<file path="config.mk">
export PLATFORM = sky130hd
export DESIGN_NAME = bank_burst_seq_flat
export DESIGN_NICKNAME = d
export VERILOG_FILES = /design/src/rtl/bank_burst_seq_if.sv /design/src/rtl/bank_burst_seq.sv /design/src/flat_wrapper.sv
export SDC_FILE = /design/constraint.sdc
export NUM_CORES = 1
export LEC_CHECK = 0
export CORE_AREA = 2 2 221 223
export CTS_CLUSTER_SIZE = 25
export DETAILED_ROUTE_END_ITERATION = 8
export DIE_AREA = 0 0 223 225
export PLACE_DENSITY_LB_ADDON = 0.15
export SYNTH_ARGS = -nofsm -noshare
export SYNTH_HDL_FRONTEND = slang
export SYNTH_SLANG_ARGS = --single-unit
</file>
<file path="constraint.sdc">
create_clock -name clk -period 5.5 [get_ports clk]
set_clock_uncertainty 0.2 [all_clocks]
set_input_delay 1.65 -clock clk [delete_from_list [all_inputs] [get_ports clk]]
set_output_delay 1.65 -clock clk [all_outputs]
set_load 0.02 [all_outputs]
</file>
<file path="src/rtl/bank_burst_seq_if.sv">
// bank_burst_seq_if: command/data bus between host, bank_burst_seq and the Bank.
//   Host side   : act/pre/rd/wr commands, row_addr, col_addr, dq_in -> sequencer
//                 dq_out, rd_valid, busy, row_open, cmd_err, evict  <- sequencer
//   Bank side   : bank_rd_o_wr, bank_row, bank_column, bank_dqin    <- sequencer
//                 bank_dqout                                        -> sequencer
//   slave modport is the sequencer view; master is the host + Bank view.
interface bank_burst_seq_if #(
    parameter int DEVICE_WIDTH = 4,
    parameter int COLWIDTH     = 10,
    parameter int CHWIDTH      = 5,
    parameter int RAWIDTH      = 16
);
    logic                    act;
    logic                    pre;
    logic                    rd;
    logic                    wr;
    logic [RAWIDTH-1:0]      row_addr;
    logic [COLWIDTH-1:0]     col_addr;
    logic [DEVICE_WIDTH-1:0] dq_in;
    logic [DEVICE_WIDTH-1:0] dq_out;
    logic                    rd_valid;
    logic                    busy;
    logic                    row_open;
    logic                    cmd_err;
    logic                    evict;
    logic                    bank_rd_o_wr;
    logic [CHWIDTH-1:0]      bank_row;
    logic [COLWIDTH-1:0]     bank_column;
    logic [DEVICE_WIDTH-1:0] bank_dqin;
    logic [DEVICE_WIDTH-1:0] bank_dqout;

    modport slave (
        input  act, pre, rd, wr, row_addr, col_addr, dq_in, bank_dqout,
        output dq_out, rd_valid, busy, row_open, cmd_err, evict,
               bank_rd_o_wr, bank_row, bank_column, bank_dqin
    );

    modport master (
        output act, pre, rd, wr, row_addr, col_addr, dq_in, bank_dqout,
        input  dq_out, rd_valid, busy, row_open, cmd_err, evict,
               bank_rd_o_wr, bank_row, bank_column, bank_dqin
    );
endinterface

</file>
<file path="src/rtl/bank_burst_seq.sv">
// bank_burst_seq: maps real rows onto Bank slots and expands RD/WR into BL-beat wrapped bursts.
//   clk   : clock
//   rst_n : synchronous active-low reset
//   bus   : bank_burst_seq_if.slave (host commands/data in, status out, Bank address/data)
module bank_burst_seq #(
    parameter int DEVICE_WIDTH = 4,
    parameter int COLWIDTH     = 10,
    parameter int CHWIDTH      = 5,
    parameter int RAWIDTH      = 16,
    parameter int BL           = 8
) (
    input logic               clk,
    input logic               rst_n,
    bank_burst_seq_if.slave   bus
);
    localparam int CHROWS = 2 ** CHWIDTH;
    localparam int LB     = (BL > 1) ? $clog2(BL) : 1;
    localparam logic [1:0] S_IDLE   = 2'd0;
    localparam logic [1:0] S_ACTIVE = 2'd1;
    localparam logic [1:0] S_RD     = 2'd2;
    localparam logic [1:0] S_WR     = 2'd3;
    localparam logic [COLWIDTH-1:0] LO_MASK = COLWIDTH'(BL - 1);
    logic [1:0]          r_state;
    logic [CHROWS-1:0]   r_valid;
    logic [RAWIDTH-1:0]  r_tag [CHROWS];
    logic [CHWIDTH-1:0]  r_alloc;
    logic [CHWIDTH-1:0]  r_slot;
    logic [COLWIDTH-1:0] r_col;
    logic [LB-1:0]       r_beat;
    logic                r_we;
    logic                r_rd_valid;
    logic                r_cmd_err;
    logic                r_evict;
    logic [1:0]          w_next;
    logic [2:0]          w_ncmd;
    logic                w_busy;
    logic                w_last;
    logic                w_illegal;
    logic                w_ok;
    logic                w_act;
    logic                w_rw;
    logic                w_hit;
    logic [CHWIDTH-1:0]  w_hit_idx;
    logic [COLWIDTH-1:0] w_col_inc;
    assign w_ncmd    = 3'(bus.act) + 3'(bus.pre) + 3'(bus.rd) + 3'(bus.wr);
    assign w_busy    = r_state[1];
    assign w_last    = r_beat == LB'(BL - 1);
    assign w_illegal = (w_ncmd != 3'd0) && ((w_ncmd > 3'd1) || w_busy ||
                       (bus.act && r_state == S_ACTIVE) ||
                       ((bus.pre || bus.rd || bus.wr) && r_state == S_IDLE));
    assign w_ok      = (w_ncmd != 3'd0) && !w_illegal;
    assign w_act     = w_ok && bus.act;
    assign w_rw      = w_ok && (bus.rd || bus.wr);
    // Only the low log2(BL) bits advance, so the burst wraps inside its aligned block.
    assign w_col_inc = (r_col & ~LO_MASK) | ((r_col + COLWIDTH'(1)) & LO_MASK);
    assign w_next    = w_act              ? S_ACTIVE :
                       (w_ok && bus.pre)  ? S_IDLE   :
                       (w_ok && bus.rd)   ? S_RD     :
                       (w_ok && bus.wr)   ? S_WR     :
                       (w_busy && w_last) ? S_ACTIVE : r_state;
    always_comb begin
        w_hit     = 1'b0;
        w_hit_idx = '0;
        for (int i = 0; i < CHROWS; i++)
            if (r_valid[i] && r_tag[i] == bus.row_addr) begin
                w_hit     = 1'b1;
                w_hit_idx = CHWIDTH'(i);
            end
    end
    // Tags need no reset: valid bits gate every lookup.
    always_ff @(posedge clk)
        if (w_act && !w_hit) r_tag[r_alloc] <= bus.row_addr;
    always_ff @(posedge clk) begin
        if (!rst_n) begin
            r_state    <= S_IDLE;
            r_valid    <= '0;
            r_alloc    <= '0;
            r_slot     <= '0;
            r_col      <= '0;
            r_beat     <= '0;
            r_we       <= 1'b0;
            r_rd_valid <= 1'b0;
            r_cmd_err  <= 1'b0;
            r_evict    <= 1'b0;
        end else begin
            r_state    <= w_next;
            r_we       <= w_next == S_WR;
            // Bank read data lags the address by one cycle.
            r_rd_valid <= r_state == S_RD;
            r_cmd_err  <= w_illegal;
            r_evict    <= w_act && !w_hit && r_valid[r_alloc];
            if (w_act) begin
                r_slot <= w_hit ? w_hit_idx : r_alloc;
                if (!w_hit) begin
                    r_valid[r_alloc] <= 1'b1;
                    r_alloc          <= r_alloc + CHWIDTH'(1);
                end
            end
            if (w_rw) begin
                r_col  <= bus.col_addr;
                r_beat <= '0;
            end else if (w_busy && !w_last) begin
                r_col  <= w_col_inc;
                r_beat <= r_beat + LB'(1);
            end
        end
    end
    assign bus.busy         = w_busy;
    assign bus.row_open     = r_state != S_IDLE;
    assign bus.rd_valid     = r_rd_valid;
    assign bus.cmd_err      = r_cmd_err;
    assign bus.evict        = r_evict;
    assign bus.bank_rd_o_wr = r_we;
    assign bus.bank_row     = r_slot;
    assign bus.bank_column  = r_col;
    assign bus.bank_dqin    = bus.dq_in;
    assign bus.dq_out       = bus.bank_dqout;
endmodule

</file>
<file path="src/flat_wrapper.sv">
// flat-port wrapper written by rule: the top's interface ports become plain ports
module bank_burst_seq_flat 
#(
    parameter int DEVICE_WIDTH = 4,
    parameter int COLWIDTH     = 10,
    parameter int CHWIDTH      = 5,
    parameter int RAWIDTH      = 16,
    parameter int BL           = 8
)
  (clk, rst_n, bus_act, bus_pre, bus_rd, bus_wr, bus_row_addr, bus_col_addr, bus_dq_in, bus_bank_dqout, bus_dq_out, bus_rd_valid, bus_busy, bus_row_open, bus_cmd_err, bus_evict, bus_bank_rd_o_wr, bus_bank_row, bus_bank_column, bus_bank_dqin);
  bank_burst_seq_if #(.DEVICE_WIDTH(DEVICE_WIDTH), .COLWIDTH(COLWIDTH), .CHWIDTH(CHWIDTH), .RAWIDTH(RAWIDTH)) bus_i ();
  input logic clk;
  input logic rst_n;
  input wire logic [$bits(bus_i.act)-1:0] bus_act;
  input wire logic [$bits(bus_i.pre)-1:0] bus_pre;
  input wire logic [$bits(bus_i.rd)-1:0] bus_rd;
  input wire logic [$bits(bus_i.wr)-1:0] bus_wr;
  input wire logic [$bits(bus_i.row_addr)-1:0] bus_row_addr;
  input wire logic [$bits(bus_i.col_addr)-1:0] bus_col_addr;
  input wire logic [$bits(bus_i.dq_in)-1:0] bus_dq_in;
  input wire logic [$bits(bus_i.bank_dqout)-1:0] bus_bank_dqout;
  output wire logic [$bits(bus_i.dq_out)-1:0] bus_dq_out;
  output wire logic [$bits(bus_i.rd_valid)-1:0] bus_rd_valid;
  output wire logic [$bits(bus_i.busy)-1:0] bus_busy;
  output wire logic [$bits(bus_i.row_open)-1:0] bus_row_open;
  output wire logic [$bits(bus_i.cmd_err)-1:0] bus_cmd_err;
  output wire logic [$bits(bus_i.evict)-1:0] bus_evict;
  output wire logic [$bits(bus_i.bank_rd_o_wr)-1:0] bus_bank_rd_o_wr;
  output wire logic [$bits(bus_i.bank_row)-1:0] bus_bank_row;
  output wire logic [$bits(bus_i.bank_column)-1:0] bus_bank_column;
  output wire logic [$bits(bus_i.bank_dqin)-1:0] bus_bank_dqin;
  assign bus_i.act = bus_act;
  assign bus_i.pre = bus_pre;
  assign bus_i.rd = bus_rd;
  assign bus_i.wr = bus_wr;
  assign bus_i.row_addr = bus_row_addr;
  assign bus_i.col_addr = bus_col_addr;
  assign bus_i.dq_in = bus_dq_in;
  assign bus_i.bank_dqout = bus_bank_dqout;
  assign bus_dq_out = bus_i.dq_out;
  assign bus_rd_valid = bus_i.rd_valid;
  assign bus_busy = bus_i.busy;
  assign bus_row_open = bus_i.row_open;
  assign bus_cmd_err = bus_i.cmd_err;
  assign bus_evict = bus_i.evict;
  assign bus_bank_rd_o_wr = bus_i.bank_rd_o_wr;
  assign bus_bank_row = bus_i.bank_row;
  assign bus_bank_column = bus_i.bank_column;
  assign bus_bank_dqin = bus_i.bank_dqin;
  bank_burst_seq #(.DEVICE_WIDTH(DEVICE_WIDTH), .COLWIDTH(COLWIDTH), .CHWIDTH(CHWIDTH), .RAWIDTH(RAWIDTH), .BL(BL)) u_core (.clk(clk), .rst_n(rst_n), .bus(bus_i));
endmodule
</file>
==> results.toml, run 1 <==
[worst_setup_path]
worstSetupPathType = "primary input to flop"
cp_top_family = "simple AND/OR/NAND/NOR gates"
crit_path_start_kind = "primary input"
crit_path_max_incr_delay_ns = 0.61
cpMaxStageDelayCell = "nor4_1"
cp_max_fo = 30
path_common_cell = "buf_4"
required_ns = 5.61
path_buf_inv = 4
arrival_ns = 4.77
end_kind = "flop"
crit_chain = "buf_4, buf_4, xor2_1, nor4_1, nand4_1, o32ai_1, nor4_1, and4_1, nand2_2, buf_4, nor3_2, buf_12"

[final_layout]
fin_area_um2 = 30300
diodes = 0
fillers = 3465
nNetsFinal = 2081
fin_util = 0.637
drive_above_1_share = 0.128
syn2layout_area_growth_pct = 14.6

[sta]
slew_headroom = 0.343
min_period_ns = 4.66
rsz0062_at_grt = "no"
fmax_ghz = 0.215
worst_slew_pin_slew_ns = 0.984
setup_slack_ns = 0.843
layout_worst_path_cycle_share = 0.847
setup_viol = 0
slew_viol_final = 0
finalHoldViolCount = 0
tns_ns = 0

[place]
dp_hpwl_mm = 41.6
gp_congestion = 0.840
pre_cts_ws_ns = 0.244
port_buffers = 52
dpl_cell_area_um2 = 28400

[clock_tree]
cts_tree = "done"
ctsHoldBuffers = 0
clk_pin_slew_ns = 0.06
clockBufferDepth = 3
cts_num_sinks = 573
cts_setup_buffers = 0
worstSkewPairLatency_ns = 0.62
cts_resized = 0
cts_root_buf = "clkbuf_16"
numCtsBuffers = 60
h-tree-depth = 2

[floorplan]
die_w_um = 223
start_util = 0.556
num_rows = 80
die_height_um = 225
num_io_pins = 69
fp.coreArea_um2 = 47500
dieArea_um2 = 50200

[drt]
firstDrtPassIters = 5
avgRoutedWirePerCell_um = 23.6
drtIter0Drc = 1472
vias_per_cell = 5.97
drc = 0
drtAntennaViolNets = 0
wirelength_mm = 63.5
vias = 16089

[grt]
grt_remaining_overflow = 0
grt_pass1_vias = 16220
grt_max_degree = 37
antenna_found_initial = 0
grt_pass1_wl_mm = 96.5
grtUsageTotal = 0.255

[run]
cap_violations = 0

[power_and_ir_drop]
p_leak_nw = 9.98
vdd_drop_max_mv = 0.336
p_per_area_nw_per_um2 = 307
power_mw = 9.28

[synth]
ys_warn_count = 0
yosysMostFrequentCell = "edfxtp_1"
synthTopCellsByCount = "edfxtp_1, xor2_1, nor4_1, xnor2_1, nand2_1"
seq_area_frac_synth = 0.628
synth_top_cell_area_share = 0.582
syn_area_um2 = 26400
synthDistinctLibCells = 67
ys.flop_type = "edfxtp_1"
async_reset_ff_frac = 0
ys_seq_elements = 573
synth.top_cells.by_area = "edfxtp_1, xor2_1, dfxtp_1, xnor2_1, nor4_1"
synth-edff-count = 512
synth_top_area_cell = "edfxtp_1"
postSynthCellCount = 1909
syn_nets = 1960
syn_area_per_cell_um2 = 13.8

[hold_path]
hp-class = "flop to flop"

[outcome]
status = "complete, no violations"
==> metrics by stage <==
step                      hold WS, ns  cells
after global routing            0.283   2695
after global placement          0.241   2583
after floorplan                 0.240   1909
after CTS                       0.261   2695
final                           0.258   2695
after detailed placement        0.247   2583
==> cell families after synthesis <==
kind of cell | synth area share
flops | 0.628
mux | 0.00843
simple gates | 0.127
fa+ha+maj | 0.00549
xor+xnor | 0.171
buf+inv | 0.0320
compound gates | 0.0281
==> cell type report <==
type	instances	area [µm²]	area share
clock inverter	31	278	0.00917
multi-input combinational	1210	9110	0.301
sequential	573	16600	0.548
inverter	29	109	0.00360
tap	615	769	0.0254
clock buffer	81	1640	0.0542
timing repair buffer	156	1770	0.0584
==> layout by cell type (no fill, tap or decap), types with 5 or more instances in the layout <==
master           instances
a21oi_1                 18
and3_1                  30
and4_1                   5
buf_12                  41
buf_4                   79
bufinv_16                5
clkbuf_1                16
clkbuf_16               61
clkdlybuf4s50_1         35
clkinv_1                12
clkinv_2                14
dfxtp_1                 61
edfxtp_1               512
ha_1                    10
inv_1                   25
mux4_2                   9
nand2_1                 81
nand2b_1                21
nand3_1                 20
nand3b_1                 7
nand4_1                 68
nand4b_1                18
nor2_1                  39
nor2b_1                  5
nor3_1                  33
nor3_2                  32
nor3b_1                  7
nor4_1                 132
nor4b_1                 11
o21a_1                   8
o21ai_0                 10
o22ai_1                  6
o31ai_1                 17
o32ai_1                 19
or2_2                    7
or3_1                   13
or4_1                   21
or4_4                    5
xnor2_1                132
xor2_1                 384
==> path summary, 6_finish.rpt <==
path / from / endpoint / slack, ns / depth (start not counted)
setup / recovery: bus_row_addr[8] / u_core.r_tag[26][14]$_DFFE_PP_ / 0.84 / 12
hold / removal: u_core.bus.bank_column[9]$_SDFFE_PN0P_ / u_core.bus.bank_column[9]$_SDFFE_PN0P_ / 0.26 / 2
setup reg to reg: u_core.r_tag[5][8]$_DFFE_PP_ / u_core.r_valid[23]$_SDFFE_PN0P_ / 1.91 / 12
hold reg to reg: u_core.bus.bank_column[9]$_SDFFE_PN0P_ / u_core.bus.bank_column[9]$_SDFFE_PN0P_ / 0.26 / 2
==> tightest hold or removal path, stage by stage (launching register included) <==
cell,delay [ns]
dfxtp_1,0.31
nand2_1,0.05
a21oi_1,0.06
==> sequential cells by signal, summed over array words and instances (netlist names) <==
signal	count
u_core.bus.rd_valid	1
u_core.r_state	2
u_core.bus.bank_column	10
u_core.r_beat	3
u_core.bus.bank_rd_o_wr	1
u_core.bus.bank_row	5
u_core.r_valid	32
u_core.bus.evict	1
u_core.bus.cmd_err	1
u_core.r_alloc	5
u_core.r_tag	512
==> power by group <==
part           switching (mW)  internal, mW
Sequential            0.00636          4.74
Combinational           0.386         0.208
Clock                    1.63          2.31
Total                    2.02          7.26
==> metal layers <==
layer  global-route usage  vias to the layer above  wire length, µm
li1                     -                     7375                -
met5                    0                        -                0
met1                0.350                     7989            27500
met2                0.417                      610            29900
met4               0.0773                        0             1830
met3               0.0468                      115             4210
No activity file was read; power rests on OpenSTA's default activity.
==> run 2: changes to the inputs <==
==> constraint.sdc (replaced) <==
create_clock -name clk -period 4.15 [get_ports clk]
set_clock_uncertainty 0.2 [all_clocks]
set_input_delay 1.245 -clock clk [delete_from_list [all_inputs] [get_ports clk]]
set_output_delay 1.245 -clock clk [all_outputs]
set_load 0.02 [all_outputs]
==> run 2 against run 1 <==
Net effect:
- combinational power is 68% higher
- critical endpoint is now u_core.r_tag[11][9]$_DFFE_PP_
- critical path depth is 3 higher
- clock-buffer cell count is 3 higher
==> results.toml, run 2 (same netlist as run 1, synthesis figures left out) <==
[drt]
vias_per_cell = 5.87
avgRoutedWirePerCell_um = 22.8
wirelength_mm = 66.8
drtAntennaViolNets = 0
firstDrtPassIters = 6
drtIter0Drc = 1394
vias = 17204
drc = 0

[hold_path]
worstHoldStart = "u_core.bus.bank_column[8]$_SDFFE_PN0P_"
whs_path_depth = 2
min_to = "u_core.bus.bank_column[8]$_SDFFE_PN0P_"
hp-class = "flop to flop"

[grt]
gr-max-usage-layer = "met2"
antenna_found_initial = 0
grt_pass1_vias = 17406
met3_usage = 0.0416
grtUsageTotal = 0.271
grt_max_degree = 33
grt_pass1_wl_mm = 103
grtUsageMet1 = 0.368
grt_remaining_overflow = 0
grtUsageMet2 = 0.452

[place]
gp_congestion = 0.892
port_buffers = 52
dp_hpwl_mm = 46.8

[worst_setup_path]
worst_r2r_startpoint = "u_core.r_tag[0][4]$_DFFE_PP_"
cp_max_fo = 16
required_ns = 4.27
r2r_end = "u_core.r_valid[11]$_SDFFE_PN0P_"
reg2reg_slack_ns = 0.74
worstSetupPathType = "primary input to flop"
end_kind = "flop"
r2r_cells = 12
arrival_ns = 4.12
crit_path_start_kind = "primary input"

[clock_tree]
cts_setup_buffers = 0
clk_pin_slew_ns = 0.06
cts_num_sinks = 573
ctsHoldBuffers = 0
clockBufferDepth = 3
worstSkewPairLatency_ns = 0.62
cts_root_buf = "clkbuf_16"
h-tree-depth = 2
numCtsBuffers = 60
cts_tree = "done"
cts_resized = 0

[final_layout]
top_register = "u_core.r_tag"
diodes = 0
drive_above_1_share = 0.221
final_cell_mix = "edfxtp_1, xor2_1, buf_4"
largest_register_ffs = 512
syn2layout_area_growth_pct = 23.9
layout_commonest_cell = "edfxtp_1"
fillers = 3238
nNetsFinal = 2319

[floorplan]
num_io_pins = 69
num_rows = 80
fp.coreArea_um2 = 47500
start_util = 0.556
dieArea_um2 = 50200
die_w_um = 223
die_height_um = 225

[sta]
worst_hold_slack_ns = 0.258
worst_slew_pin_slew_ns = 1.07
fmax_ghz = 0.250
rsz0062_at_grt = "no"
slew_viol_final = 0
slew_headroom = 0.289
layout_worst_path_cycle_share = 0.964
setup_viol = 0
tns_ns = 0
min_period_ns = 4.00
finalHoldViolCount = 0

[outcome]
status = "complete, no violations"

[power_and_ir_drop]
vdd_drop_max_mv = 0.542
p_per_area_nw_per_um2 = 380
power_mw = 12.4
p_leak_nw = 11.6

[run]
cap_violations = 0
run 2: changes by cell type in the layout (fill, tap and decap cells not counted), moves of 3 or more:
cell,previous run,this run
buf_12,41,79
bufinv_16,5,2
nor3_2,32,4
nor3_4,0,28
buf_4,79,279
clkbuf_8,4,8
run 2: power breakdown:
part / total [mW] / internal [mW] / switching (mW) / leakage, nW
combinational: 1.00 / 0.439 / 0.565 / 5.57
sequential: 6.29 / 6.28 / 0.00698 / 5.09
clock: 5.13 / 2.95 / 2.18 / 0.931
run 2: worst max path at each step:
stage                          start                              end  slack (ns)
detailed placement           bus_pre   u_core.r_tag[11][14]$_DFFE_PP_       -0.42
floorplan           bus_row_addr[13]    u_core.r_tag[12][0]$_DFFE_PP_       -0.04
global route                 bus_pre    u_core.r_tag[11][5]$_DFFE_PP_        0.02
CTS                  bus_row_addr[3]  u_core.r_valid[11]$_SDFFE_PN0P_        0.21
finish               bus_row_addr[2]    u_core.r_tag[11][9]$_DFFE_PP_        0.15
global placement             bus_act    u_core.r_tag[11][2]$_DFFE_PP_       -0.36
run 2: stage by stage:
stage          instances  utilization  area, µm²  setup WS, ns
2_1_floorplan       1909            -      27000       -0.0404
3_3_place_gp        2821        0.649      30800        -0.361
3_5_place_dp        2821        0.649      30800        -0.425
4_1_cts             2932        0.688      32700         0.209
5_1_grt             2932        0.688      32700        0.0186
6_report            2932        0.688      32700         0.151
run 2: critical path, stage by stage:
cell and delay, ns:
buf_4 0.13, buf_4 0.19, buf_12 0.18, buf_4 0.17
xor2_1 0.29, nor4_1 0.10, nand4_1 0.09, o32ai_1 0.13
nor4_1 0.31, buf_4 0.19, and4_4 0.28, nand2_8 0.12
buf_12 0.18, nor3_2 0.23, buf_4 0.22
run 2: layout make-up:
cell class | instances | area (µm²) | area share
Sequential cell | 573 | 16600 | 0.507
Multi-Input combinational cell | 1210 | 9340 | 0.285
Timing Repair Buffer | 394 | 4030 | 0.123
Clock buffer | 84 | 1690 | 0.0517
Tap cell | 615 | 769 | 0.0235
Clock inverter | 27 | 185 | 0.00566
Inverter | 29 | 109 | 0.00333
run 2: per-layer routing:
| layer | wire length [µm] | vias up |
|---|---|---|
| met5 | 0 | - |
| met4 | 2050 | 0 |
| met3 | 4150 | 127 |
| met2 | 31900 | 616 |
| met1 | 28800 | 8584 |
| li1 | - | 7877 |
